## src/rtl/ebr_initval_reader.sv

```systemverilog
// ebr_initval_reader
// Reads back every word of one EBR_CORE through its read port and packs the
// words into INITVAL rows: 64 rows of 16 words, each word zero-padded to 20 bits.
// Optional build macro: EBR_OUTREG_EN (the EBR output register is enabled, so
// the read latency grows from one to two cycles).

module ebr_initval_reader #(
    parameter int DATA_W    = 18,
    parameter int ADDR_W    = 10,
    parameter int ROW_WORDS = 16,
    parameter int PAD_W     = 2,
    parameter int IDX_W     = ADDR_W - $clog2(ROW_WORDS)
) (
    input  logic                             clk,
    input  logic                             rst,
    input  logic                             start,
    output logic                             busy,
    output logic                             done,
    output logic [ADDR_W-1:0]                ebr_addr,
    output logic                             ebr_ce,
    input  logic [DATA_W-1:0]                ebr_rdata,
    output logic                             row_valid,
    input  logic                             row_ready,
    output logic [IDX_W-1:0]                 row_idx,
    output logic [ROW_WORDS*(DATA_W+PAD_W)-1:0] row_data
);

    localparam int WORD_W = DATA_W + PAD_W;
    localparam int SLOT_W = $clog2(ROW_WORDS);
`ifdef EBR_OUTREG_EN
    localparam int RL = 2;
`else
    localparam int RL = 1;
`endif

    typedef enum logic [2:0] {
        IDLE,
        ISSUE,
        DRAIN,
        EMIT,
        FIN
    } state_t;

    state_t state;
    state_t state_next;

    logic [SLOT_W-1:0] cnt;
    logic [DATA_W-1:0] row_buf [ROW_WORDS];

    logic              cap_v0;
    logic [SLOT_W-1:0] cap_slot0;
    logic              cap_v;
    logic [SLOT_W-1:0] cap_slot;
`ifdef EBR_OUTREG_EN
    logic              cap_v1;
    logic [SLOT_W-1:0] cap_slot1;
`endif

    // Next-state and Moore outputs; the sink handshake is row_ready while in EMIT
    always_comb begin
        state_next = state;
        busy       = 1'b0;
        done       = 1'b0;
        ebr_ce     = 1'b0;
        row_valid  = 1'b0;
        case (state)
            IDLE: begin
                if (start) state_next = ISSUE;
            end
            ISSUE: begin
                busy   = 1'b1;
                ebr_ce = 1'b1;
                if (cnt == SLOT_W'(ROW_WORDS - 1)) state_next = DRAIN;
            end
            DRAIN: begin
                busy = 1'b1;
                if (cnt == SLOT_W'(RL - 1)) state_next = EMIT;
            end
            EMIT: begin
                busy      = 1'b1;
                row_valid = 1'b1;
                if (row_ready) state_next = (row_idx == '1) ? FIN : ISSUE;
            end
            FIN: begin
                done       = 1'b1;
                state_next = IDLE;
            end
            default: state_next = IDLE;
        endcase
    end

    // State register
    always_ff @(posedge clk) begin
        if (rst) state <= IDLE;
        else     state <= state_next;
    end

    // Cycle counter restarts on every state change; it paces ISSUE and DRAIN
    always_ff @(posedge clk) begin
        if (rst)                      cnt <= '0;
        else if (state_next != state) cnt <= '0;
        else                          cnt <= cnt + SLOT_W'(1);
    end

    // Read address walks up during ISSUE and parks at the top word after the last row
    always_ff @(posedge clk) begin
        if (rst) begin
            ebr_addr <= '0;
            row_idx  <= '0;
        end else begin
            if (state == IDLE && start) begin
                ebr_addr <= '0;
                row_idx  <= '0;
            end
            if (state == ISSUE && ebr_addr != '1) ebr_addr <= ebr_addr + ADDR_W'(1);
            if (state == EMIT && row_ready && row_idx != '1) row_idx <= row_idx + IDX_W'(1);
        end
    end

    // Capture pipeline delays the read strobe and slot index to line up with EBR data
    always_ff @(posedge clk) begin
        if (rst) begin
            cap_v0    <= 1'b0;
            cap_slot0 <= '0;
`ifdef EBR_OUTREG_EN
            cap_v1    <= 1'b0;
            cap_slot1 <= '0;
`endif
        end else begin
            cap_v0    <= ebr_ce;
            cap_slot0 <= ebr_addr[SLOT_W-1:0];
`ifdef EBR_OUTREG_EN
            cap_v1    <= cap_v0;
            cap_slot1 <= cap_slot0;
`endif
        end
    end

`ifdef EBR_OUTREG_EN
    assign cap_v    = cap_v1;
    assign cap_slot = cap_slot1;
`else
    assign cap_v    = cap_v0;
    assign cap_slot = cap_slot0;
`endif

    // Row buffer; nothing is written in EMIT so the presented row stays stable
    always_ff @(posedge clk) begin
        if (rst) begin
            for (int k = 0; k < ROW_WORDS; k++) row_buf[k] <= '0;
        end else if (cap_v) begin
            row_buf[cap_slot] <= ebr_rdata;
        end
    end

    // Pack the buffer into INITVAL layout with zero pads above every word
    always_comb begin
        row_data = '0;
        for (int k = 0; k < ROW_WORDS; k++) row_data[k*WORD_W +: DATA_W] = row_buf[k];
    end

endmodule

```

## config.mk

```make
export PLATFORM = sky130hd
export DESIGN_NAME = ebr_initval_reader
export DESIGN_NICKNAME = d
export VERILOG_FILES = /design/src/rtl/ebr_initval_reader.sv
export SDC_FILE = /design/constraint.sdc
export NUM_CORES = 1
export LEC_CHECK = 0
export ABC_AREA = 1
export CAP_MARGIN = 20
export CORE_MARGIN = 10
export CORE_UTILIZATION = 50
export CTS_CLUSTER_SIZE = 24
export DETAILED_ROUTE_END_ITERATION = 16
export HOLD_SLACK_MARGIN = 0.15
export PLACE_DENSITY = 0.88
export SLEW_MARGIN = 20
export SYNTH_ARGS = -nofsm -noshare
export SYNTH_HDL_FRONTEND = slang
export SYNTH_SLANG_ARGS = --single-unit
```

## constraint.sdc

```tcl
create_clock -name clk -period 4.7 [get_ports clk]
set_input_delay 0.705 -clock clk [delete_from_list [all_inputs] [get_ports clk]]
set_output_delay 0.705 -clock clk [all_outputs]
set_load 0.005 [all_outputs]
```

==> impl_metrics.yaml <==
detailed_routing:
  drc: 0
  wl_per_cell_um: 26.1
  final_antenna_net_count: 0
  vias: 8741
  drt-total-wl_um: 41100
  first_pass_iters: 6
  vias_per_cell: 5.56
  drtIter0Drc: 1287
yosys:
  synth_top_area_cell: "edfxtp_1"
  synth-main-ff-cell: "edfxtp_1"
  yosysMostFrequentCell: "nor2_1"
  yosysTopAreaCellShare: 0.730
  syn_area_mm2: 0.0118
  synth_area_leaders: "edfxtp_1, nor2_1, dfxtp_1"
  syn_avg_cell_area_um2: 13.1
  yosys-top-cells-count: "nor2_1, edfxtp_1, nand2_1"
  ys_ff_latch: 316
  yosysUniqueCellTypes: 26
  synth_edf_count: 288
  yosys_warnings: 0
  async_flop_share: 0
  ys_seq_area_frac: 0.777
  synthCells: 907
worst_setup_path:
  path_buf_inv: 2
  crit_path_cell_trace: "clkdlybuf4s50_1, inv_2, nand2_2, nor3_4, nand2_2, nand2_1"
  worstPathRequired_ns: 4.87
  critPathKind: "in -> reg"
  end_kind: "register"
  cp_slowest_stage_delay_ns: 0.76
  critPathTopFamily: "simple AND/OR/NAND/NOR gates"
  critPathArrivalTime_ns: 3.20
  start_kind: "input pin"
  crit_top_cell: "nand2_2"
  cpMaxStageDelayCell: "nand2_1"
  crit_path_max_fanout: 19
floorplanning:
  core_mm2: 0.0234
  rows: 56
  fp.dieH_um: 174
  dieArea_mm2: 0.0303
  start_util: 0.506
  ios: 362
  dieWidth_um: 174
clock_tree:
  cts-root-buf: "clkbuf_16"
  clk_latency_ns: 0.55
  cts-hold-fix-buffers: 0
  cts-buffers-inserted: 30
  cts_setup_buffers: 0
  clock_path_buffers: 3
  cts.clk_slew.worst_paths_ns: 0.06
  htree_levels: 1
  tritoncts: "yes"
  clock_sinks: 316
  ctsResizeCount: 0
cells_and_area:
  fin_area_mm2: 0.0163
  nets: 1256
  final_layout_size_suffix_gt1_frac: 0.0590
  antennaDiodeCount: 0
  area_growth_pct: 37.5
  instances_no_fill: 1573
power:
  vdd_drop_max_mv: 0.270
  power_leakage_nw: 6.23
  p_per_area_mw_per_mm2: 382
  p_total_w: 0.00623
global_routing:
  antenna_found_initial: 0
  grt_max_degree: 27
  globalRoute.totalOverflow: 0
  grt_pass1_wl_um: 58300
  track_usage: 0.259
  grt_pass1_vias: 8466
place:
  dp.cells: 1517
  hpwl_um: 28400
  portBuffers: 329
  postPlaceCellArea_mm2: 0.0152
  gp_congestion: 0.877
timing:
  grt_setup_unrepaired: "false"
  period_minus_slack_ns: 3.03
  maxSlewHeadroom: 0.319
  worst_slew_pin_slew_ns: 1.02
  finalHoldViolCount: 0
  finClkSkew_ns: 0.0218
  setup_viol: 0
  setup_tns_ns: 0
  drv_slew: 0
  whs_ns: 0.472
  period_share: 0.644
  max_freq_ghz: 0.330
flow_run:
  cap_violations: 0
run_status:
  status: "finished clean"
hold_path:
  hold_class: "reg -> reg"
-- layout by cell type (no fill, tap or decap) --
cell type / n
nand2_2: 18
xor2_1: 2
clkinv_2: 5
nand4_1: 2
nand2_1: 61
inv_2: 1
xnor2_1: 1
dfxtp_1: 28
buf_4: 1
inv_1: 46
clkbuf_1: 3
ha_1: 4
clkbuf_16: 31
a31o_2: 1
nor3_4: 5
o21ai_0: 13
clkinv_1: 6
o21bai_1: 1
bufinv_16: 6
clkinv_4: 3
nor3_1: 1
a21oi_1: 15
nor2_1: 324
a31oi_1: 3
clkinvlp_4: 1
edfxtp_1: 288
conb_1: 32
clkdlybuf4s50_1: 329
inv_6: 2
o211ai_1: 1
nand3_1: 20
-- metrics by stage --
step                 util  setup WS [ns]
CTS                 0.696           1.69
finish              0.696           1.67
global placement    0.651           1.28
global route        0.696           1.52
floorplan               -           2.42
detailed placement  0.651           1.16
-- worst paths after layout --
| check | startpoint | end | slack (ns) | depth (start not counted) |
|---|---|---|---|---|
| worst max-delay path | rst | row_buf[14][1]$_SDFFCE_PN0P_ | 1.67 | 6 |
| worst max register to register | cap_slot[1]$_SDFF_PP0_ | row_buf[14][1]$_SDFFCE_PN0P_ | 2.13 | 4 |
| worst min-delay path | cnt[0]$_SDFF_PP0_ | cnt[0]$_SDFF_PP0_ | 0.47 | 1 |
| worst min register to register | cnt[0]$_SDFF_PP0_ | cnt[0]$_SDFF_PP0_ | 0.47 | 1 |
-- per-layer routing --
metal  wire, um  vias to the layer above  GRT usage
li1           -                     3626          -
met1      14100                     4214      0.304
met2      19700                      798      0.432
met3       5470                      103     0.0832
met4       1830                        0      0.105
met5          0                        -          0
-- where the power goes --
part / internal [W] / leakage, nW / switching, W
Sequential: 0.00315 / 3.20 / 0.0000533
Combinational: 0.000179 / 2.51 / 0.000240
Clock: 0.00154 / 0.519 / 0.00106
-- worst reg2reg max path, delay by kind of cell (launching register included) --
kind                   cells  cell delay (ns)
DFF                        1             0.40
buffers and inverters      1             0.06
and+or+nand+nor            3             1.73
-- kinds of logic (layout without fill, tap and decap cells) --
kind of cell,Yosys count,after routing,share of synthesized area
DFF,316,316,0.777
adders and majority gates,4,4,0.00422
xor gates and xnor gates,3,3,0.00222
AOI/OAI and AO/OA,34,34,0.0154
and+or+nand+nor,431,431,0.148
other,1,32,0.000316
buffers and inverters,118,434,0.0524
-- registers in the layout, indices dropped and copies added, names as in the netlist --
name      count
cap_slot      4
cap_v         1
cnt           4
ebr_addr     10
state         3
row_buf     288
row_idx       6
-- area by class of cell --
class | instances | area [um2]
sequential | 316 | 9210
clock inverter | 22 | 275
clock buffer | 34 | 787
fill | 1465 | 7120
timing repair buffer | 330 | 3300
multi-input combinational | 504 | 2140
inverter | 48 | 180
tap | 319 | 399
Power figures use the tool's default switching activity.
